[config.mk]
export PLATFORM = sky130hd
export DESIGN_NAME = instr_compress_packer
export DESIGN_NICKNAME = d
export VERILOG_FILES = /design/src/rtl/instr_compress_packer_pkg.sv /design/src/rtl/instr_compress_packer_rvc_compress.sv /design/src/rtl/instr_compress_packer.sv
export SDC_FILE = /design/constraint.sdc
export NUM_CORES = 1
export LEC_CHECK = 0
export BUFFER_PORTS_ARGS = -buffer_cell sky130_fd_sc_hd__buf_2
export CELL_PAD_IN_SITES_DETAIL_PLACEMENT = 1
export CELL_PAD_IN_SITES_GLOBAL_PLACEMENT = 2
export CORE_ASPECT_RATIO = 0.5
export CORE_MARGIN = 1
export CORE_UTILIZATION = 35
export DETAILED_ROUTE_END_ITERATION = 16
export PLACE_DENSITY = 0.89
export SKIP_LAST_GASP = 1
export SYNTH_ARGS = -nofsm -noshare
export SYNTH_HDL_FRONTEND = slang
export SYNTH_SLANG_ARGS = --single-unit
[constraint.sdc]
create_clock -name clk -period 4.08 [get_ports clk]
set_clock_uncertainty 0.15 [all_clocks]
set_input_delay 0.816 -clock clk [delete_from_list [all_inputs] [get_ports clk]]
set_output_delay 0.816 -clock clk [all_outputs]
set_load 0.005 [all_outputs]
[src/rtl/instr_compress_packer_pkg.sv]
// Shared constants for the RVC instruction packer: RV32I opcodes/funct3,
// RVC quadrant/funct3 encodings, the default pad parcel and the packer state type.
package instr_compress_packer_pkg;

    localparam logic [6:0] OP_LOAD   = 7'b0000011;
    localparam logic [6:0] OP_STORE  = 7'b0100011;
    localparam logic [6:0] OP_IMM    = 7'b0010011;
    localparam logic [6:0] OP_OP     = 7'b0110011;
    localparam logic [6:0] OP_JAL    = 7'b1101111;
    localparam logic [6:0] OP_JALR   = 7'b1100111;
    localparam logic [6:0] OP_BRANCH = 7'b1100011;

    localparam logic [2:0] F3_ADD_SUB = 3'b000;
    localparam logic [2:0] F3_SLL     = 3'b001;
    localparam logic [2:0] F3_WORD    = 3'b010;
    localparam logic [2:0] F3_SRL_SRA = 3'b101;
    localparam logic [2:0] F3_AND     = 3'b111;
    localparam logic [2:0] F3_BEQ     = 3'b000;
    localparam logic [2:0] F3_BNE     = 3'b001;
    localparam logic [6:0] F7_ZERO    = 7'b0000000;
    localparam logic [6:0] F7_SRA     = 7'b0100000;

    localparam logic [1:0] RVC_Q0 = 2'b00;
    localparam logic [1:0] RVC_Q1 = 2'b01;
    localparam logic [1:0] RVC_Q2 = 2'b10;

    localparam logic [2:0] C_F3_LW    = 3'b010;
    localparam logic [2:0] C_F3_SW    = 3'b110;
    localparam logic [2:0] C_F3_ADDI  = 3'b000;
    localparam logic [2:0] C_F3_SLLI  = 3'b000;
    localparam logic [2:0] C_F3_JAL   = 3'b001;
    localparam logic [2:0] C_F3_J     = 3'b101;
    localparam logic [2:0] C_F3_MISC  = 3'b100;
    localparam logic [2:0] C_F3_BEQZ  = 3'b110;
    localparam logic [2:0] C_F3_BNEZ  = 3'b111;

    localparam logic [15:0] NOP_PAD_DEFAULT = 16'h0001;

    typedef enum logic {
        ST_EMPTY = 1'b0,
        ST_HALF  = 1'b1
    } state_t;

    // Registers x8..x15 are the only ones reachable by the 3-bit RVC fields.
    function automatic logic is_creg(input logic [4:0] r);
        return r[4:3] == 2'b01;
    endfunction

    function automatic logic [31:0] bswap32(input logic [31:0] w);
        return {w[7:0], w[15:8], w[23:16], w[31:24]};
    endfunction

endpackage

[src/rtl/instr_compress_packer_rvc_compress.sv]
// Combinational RV32I -> RVC converter; flags whether a 16-bit parcel was produced.
module rvc_compress
    import instr_compress_packer_pkg::*;
(
    input  logic [31:0] instr,
    output logic [15:0] parcel,
    output logic        is_compressed
);

    logic [6:0]  opcode;
    logic [4:0]  rd;
    logic [4:0]  rs1;
    logic [4:0]  rs2;
    logic [2:0]  f3;
    logic [6:0]  f7;
    logic [11:0] i_imm;
    logic [11:0] s_imm;
    logic [12:1] b_imm;
    logic [20:1] j_imm;
    logic        i_small;

    assign opcode  = instr[6:0];
    assign rd      = instr[11:7];
    assign f3      = instr[14:12];
    assign rs1     = instr[19:15];
    assign rs2     = instr[24:20];
    assign f7      = instr[31:25];
    assign i_imm   = instr[31:20];
    assign s_imm   = {instr[31:25], instr[11:7]};
    assign b_imm   = {instr[31], instr[7], instr[30:25], instr[11:8]};
    assign j_imm   = {instr[31], instr[19:12], instr[20], instr[30:21]};
    assign i_small = (i_imm[11:5] == {7{i_imm[5]}});

    // First matching rule wins, so c.add shadows c.mv on any overlap.
    always_comb begin
        parcel        = '0;
        is_compressed = 1'b0;
        if (opcode == OP_LOAD && f3 == F3_WORD && is_creg(rd) && is_creg(rs1)
            && i_imm[11:7] == 5'd0 && i_imm[1:0] == 2'd0) begin
            parcel        = {C_F3_LW, i_imm[5:3], rs1[2:0], i_imm[2], i_imm[6], rd[2:0], RVC_Q0};
            is_compressed = 1'b1;
        end else if (opcode == OP_STORE && f3 == F3_WORD && is_creg(rs1) && is_creg(rs2)
            && s_imm[11:7] == 5'd0 && s_imm[1:0] == 2'd0) begin
            parcel        = {C_F3_SW, s_imm[5:3], rs1[2:0], s_imm[2], s_imm[6], rs2[2:0], RVC_Q0};
            is_compressed = 1'b1;
        end else if (opcode == OP_IMM && f3 == F3_ADD_SUB
            && ((rd == 5'd0 && rs1 == 5'd0 && i_imm == 12'd0)
             || (rd != 5'd0 && rd == rs1 && i_imm != 12'd0 && i_small))) begin
            parcel        = {C_F3_ADDI, i_imm[5], rd, i_imm[4:0], RVC_Q1};
            is_compressed = 1'b1;
        end else if (opcode == OP_IMM && f3 == F3_SLL && f7 == F7_ZERO
            && rd != 5'd0 && rd == rs1 && rs2 != 5'd0) begin
            parcel        = {C_F3_SLLI, 1'b0, rd, rs2, RVC_Q2};
            is_compressed = 1'b1;
        end else if (opcode == OP_IMM && f3 == F3_SRL_SRA && (f7 == F7_ZERO || f7 == F7_SRA)
            && is_creg(rd) && rd == rs1 && rs2 != 5'd0) begin
            parcel        = {C_F3_MISC, 1'b0, 1'b0, f7[5], rd[2:0], rs2, RVC_Q1};
            is_compressed = 1'b1;
        end else if (opcode == OP_IMM && f3 == F3_AND && is_creg(rd) && rd == rs1 && i_small) begin
            parcel        = {C_F3_MISC, i_imm[5], 2'b10, rd[2:0], i_imm[4:0], RVC_Q1};
            is_compressed = 1'b1;
        end else if (opcode == OP_JAL && (rd == 5'd0 || rd == 5'd1)
            && j_imm[20:11] == {10{j_imm[11]}}) begin
            parcel        = {(rd[0] ? C_F3_JAL : C_F3_J), j_imm[11], j_imm[4], j_imm[9:8],
                             j_imm[10], j_imm[6], j_imm[7], j_imm[3:1], j_imm[5], RVC_Q1};
            is_compressed = 1'b1;
        end else if (opcode == OP_BRANCH && (f3 == F3_BEQ || f3 == F3_BNE) && is_creg(rs1)
            && rs2 == 5'd0 && b_imm[12:8] == {5{b_imm[8]}}) begin
            parcel        = {(f3 == F3_BNE ? C_F3_BNEZ : C_F3_BEQZ), b_imm[8], b_imm[4:3],
                             rs1[2:0], b_imm[7:6], b_imm[2:1], b_imm[5], RVC_Q1};
            is_compressed = 1'b1;
        end else if (opcode == OP_JALR && f3 == 3'b000 && (rd == 5'd0 || rd == 5'd1)
            && rs1 != 5'd0 && i_imm == 12'd0) begin
            parcel        = {C_F3_MISC, rd[0], rs1, 5'd0, RVC_Q2};
            is_compressed = 1'b1;
        end else if (opcode == OP_OP && f3 == F3_ADD_SUB && f7 == F7_ZERO
            && rd != 5'd0 && rs2 != 5'd0 && rd == rs1) begin
            parcel        = {C_F3_MISC, 1'b1, rd, rs2, RVC_Q2};
            is_compressed = 1'b1;
        end else if (opcode == OP_OP && f3 == F3_ADD_SUB && f7 == F7_ZERO
            && rd != 5'd0 && rs2 != 5'd0 && rs1 == 5'd0) begin
            parcel        = {C_F3_MISC, 1'b0, rd, rs2, RVC_Q2};
            is_compressed = 1'b1;
        end
    end

endmodule

[src/rtl/instr_compress_packer.sv]
// Packs a stream of RV32I instructions into 32-bit words, compressing to RVC
// where possible and carrying a leftover halfword across instructions.
module instr_compress_packer
    import instr_compress_packer_pkg::*;
#(
    parameter logic [15:0] NOP_PAD = NOP_PAD_DEFAULT
) (
    input  logic        clk,
    input  logic        rst_n,
    input  logic        in_valid,
    output logic        in_ready,
    input  logic [31:0] in_instr,
    input  logic        flush,
    output logic        out_valid,
    input  logic        out_ready,
    output logic [31:0] out_word,
    output logic        pending
);

    state_t      state;
    state_t      next_state;
    logic [15:0] ph;
    logic [15:0] next_ph;
    logic [31:0] canon;
    logic [31:0] next_canon;
    logic [15:0] parcel;
    logic        is_compressed;
    logic        accept;
    logic        flush_fire;
    logic        load_out;

    assign canon      = bswap32(in_instr);
    assign in_ready   = (!out_valid || out_ready) && !flush;
    assign accept     = in_valid && in_ready;
    assign flush_fire = flush && (state == ST_HALF) && (!out_valid || out_ready);
    assign pending    = (state == ST_HALF);

    rvc_compress u_rvc_compress (
        .instr         (canon),
        .parcel        (parcel),
        .is_compressed (is_compressed)
    );

    // The lower-address halfword always lands in canonical bits [15:0].
    always_comb begin
        next_state = state;
        next_ph    = ph;
        next_canon = '0;
        load_out   = 1'b0;
        if (accept) begin
            if (state == ST_EMPTY) begin
                if (is_compressed) begin
                    next_ph    = parcel;
                    next_state = ST_HALF;
                end else begin
                    next_canon = canon;
                    load_out   = 1'b1;
                end
            end else begin
                load_out = 1'b1;
                if (is_compressed) begin
                    next_canon = {parcel, ph};
                    next_state = ST_EMPTY;
                end else begin
                    next_canon = {canon[15:0], ph};
                    next_ph    = canon[31:16];
                end
            end
        end else if (flush_fire) begin
            next_canon = {NOP_PAD, ph};
            next_state = ST_EMPTY;
            load_out   = 1'b1;
        end
    end

    always_ff @(posedge clk or negedge rst_n) begin
        if (!rst_n) begin
            state     <= ST_EMPTY;
            ph        <= '0;
            out_valid <= 1'b0;
            out_word  <= '0;
        end else begin
            state <= next_state;
            ph    <= next_ph;
            if (load_out) begin
                out_word  <= bswap32(next_canon);
                out_valid <= 1'b1;
            end else if (out_ready) begin
                out_valid <= 1'b0;
            end
        end
    end

endmodule

==> reports/results.tsv <==
stage	metric	value	unit
global_routing	antenna_found_initial	0	
cts	clockBufferDepth	2	
critical_path	cp.arrival	3.88	ns
drt	avgViaCountPerCell	6.24	
drt	vias	4621	
timing	fin_ws	0.228	ns
logic_synthesis	yosys_warnings	0	
critical_path	required	4.11	ns
critical_path	crit_path_start_kind	primary input	
final_layout	n_fill_cell	1316	
final_layout	design_area	5000	µm²
floorplanning	die_w	149	µm
power	internal_power	0.00128	W
drt	drtIter0Drc	427	
drt	wire_per_inst	24.3	µm
placement	routabilityCongestion	0.974	
final_layout	layout_common_cells	buf_4, buf_2, dfrtp_1	
logic_synthesis	synthCells	469	
final_layout	layout-drive-gt1-share	31.6	%
final_layout	area_growth_syn_to_layout	32.3	%
cts	path_clk_slew	0.08	ns
cts	cts.sinks	50	
cts	cts_made_buffers	5	
final_layout	ff_latch_area	1250	µm²
placement	port_buffers	71	
final_layout	nNetsFinal	640	
placement	dp_hpwl	14300	µm
cts	cts.htree.levels	2	
timing	setup_tns	0	ns
power	swShare	38.0	%
logic_synthesis	syn_area_per_cell	8.06	µm²
timing	max_freq	260	MHz
floorplanning	dieArea	11200	µm²
timing	fin_crit	3.85	ns
global_routing	grt_pass1_wl	27000	µm
drt	route.detailed.drc	0	
drt	antenna_left	0	
floorplanning	start_util	36.5	%
cts	root_buffer	clkbuf_16	
power	p_comb_share	38.4	%
timing	worst_pin_slew	0.807	ns
drt	wirelength	18000	µm
logic_synthesis	syn_nets	509	
global_routing	grt_use_total	32.6	%
timing	drv_slew	0	
logic_synthesis	synth_edf_count	0	
logic_synthesis	synthFlopType	dfrtp_1	
final_layout	multiInputGateArea	2380	µm²
logic_synthesis	ys_ff_latch	50	
logic_synthesis	yosysSeqAreaShare	33.1	%
logic_synthesis	syn_area	3780	µm²
critical_path	worstPathMaxFanout	10	
cts	cts_tree	yes	
final_layout	final_common_cell	buf_4	
floorplanning	row_count	26	
final_layout	num_antenna_cells	0	
timing	min_period_over_period	94.4	%
floorplanning	die_h	75.5	µm
logic_synthesis	async_flop_share	100	%
run	drv_cap	0	
cts	clk_latency	0.29	ns
cts	postCtsHoldBufs	0	
status	status	finished clean	
floorplanning	core_area	10300	µm²
global_routing	first_global_vias	4594	
global_routing	grt_max_degree	33	
placement	preCtsSetupSlack	-0.0484	ns
global_routing	grt-ovfl-total	0	
placement	postPlaceCellArea	4850	µm²
power	pwr-share-seq	40.2	%
drt	drtPass1Iterations	5	
power	p_clk_share	21.4	%
hold_path	hp-class	flip-flop to flip-flop	
power	powerDensity	412	nW/µm²
power	ir_drop	0.000230	V
timing	rsz0062_at_grt	no	
timing	max-slew-margin-rel	45.8	%
timing	setup_viol	0	
floorplanning	ios	72	
logic_synthesis	synth_cell_type_count	73	
power	power.switching	0.000783	W
critical_path	end_kind	flip-flop	
power	p_leak	2.24	nW
cts	postCtsResizedCells	0	
timing	hold_viol_final	0	
cts	post-cts-setup-buffers	0	
critical_path	path_class	primary input to flip-flop	
## power groups by stage
stage | combinational, W | clock [W] | sequential [W]
after global routing | 0.000868 | 0.000458 | 0.000853
after detailed placement | 0.000779 | 0 | 0.000833
final | 0.000791 | 0.000441 | 0.000829
after floorplan | 0.000386 | 0 | 0.000824
after global placement | 0.000758 | 0 | 0.000823
after CTS | 0.000785 | 0.000445 | 0.000826
## worst max-delay path, cell delays in order
cell	delay (ns)
buf_2	0.13
buf_4	0.14
or4_4	0.42
a2111o_1	0.42
a21boi_0	0.16
or4_4	0.45
o21ai_1	0.11
or4b_4	0.19
ha_4	0.20
or2_2	0.40
buf_4	0.19
buf_12	0.13
nand2_1	0.06
o21ai_0	0.07
## layer usage
metal | up-vias | share of wire [%] | track usage, %
met5 | - | 0 | 0
met4 | 0 | 2.5 | 11.1
met3 | 37 | 8.9 | 5.27
met2 | 247 | 42 | 49.8
met1 | 2274 | 46 | 46.9
li1 | 2063 | - | -
## final cells by class
type / count / area share [%]
inverter: 11 / 0.826
sequential: 50 / 25.0
clock buffer: 5 / 2.50
tap: 140 / 3.50
clock inverter: 3 / 0.575
timing repair buffer: 153 / 19.9
multi-input combinational: 379 / 47.7
## worst paths after layout
path,end,startpoint,depth (start not counted),slack (ns)
setup / recovery,ph[13],in_instr[5],14,0.23
hold / removal,out_word[31],out_word[31],2,0.35
setup reg to reg,out_word[15],pending,7,1.35
hold reg to reg,out_word[31],out_word[31],2,0.35
max in group asynchronous,ph[4],rst_n,2,2.56
min in group asynchronous,out_word[15],rst_n,1,0.42
## Yosys cell counts, drive strengths merged (8+ instances only)
| master | count | share of area (%) |
|---|---|---|
| nand2 | 37 | 3.7 |
| o21ai | 42 | 5.6 |
| inv | 10 | 0.99 |
| nand4 | 8 | 1.3 |
| nor4 | 12 | 2.9 |
| o211ai | 9 | 1.9 |
| nor3 | 14 | 2.3 |
| a21oi | 46 | 6.1 |
| clkbuf | 22 | 2.2 |
| nor2 | 40 | 4.0 |
| or3 | 8 | 1.6 |
| or4 | 10 | 2.3 |
| nand3 | 41 | 5.4 |
| dfrtp | 50 | 33 |
## kinds of logic (layout without fill, tap and decap cells)
family | after synthesis | in the layout | share of synthesized area [%]
AND/OR/NAND/NOR | 207 | 207 | 30.8
AO/OA/AOI/OAI | 158 | 158 | 27.7
flip-flops | 50 | 50 | 33.1
buffers and inverters | 40 | 172 | 4.70
XOR/XNOR | 6 | 6 | 1.39
multiplexers | 5 | 5 | 1.36
adder cells (fa/ha/maj) | 3 | 3 | 0.993
## metrics by stage
stage	instances	total power, W	utilization (%)	hold slack (ns)
after floorplan	469	0.00121	-	0.300
after global placement	733	0.00158	46.9	0.318
after detailed placement	733	0.00161	46.9	0.326
after CTS	741	0.00206	48.3	0.343
after global routing	741	0.00218	48.3	0.369
final	741	0.00206	48.3	0.345
## sequential cells by signal (all words and copies together) (netlist names)
| name | cells |
|---|---|
| out_word | 32 |
| ph | 16 |
| out_valid | 1 |
| pending | 1 |
Power figures use the tool's default switching activity.
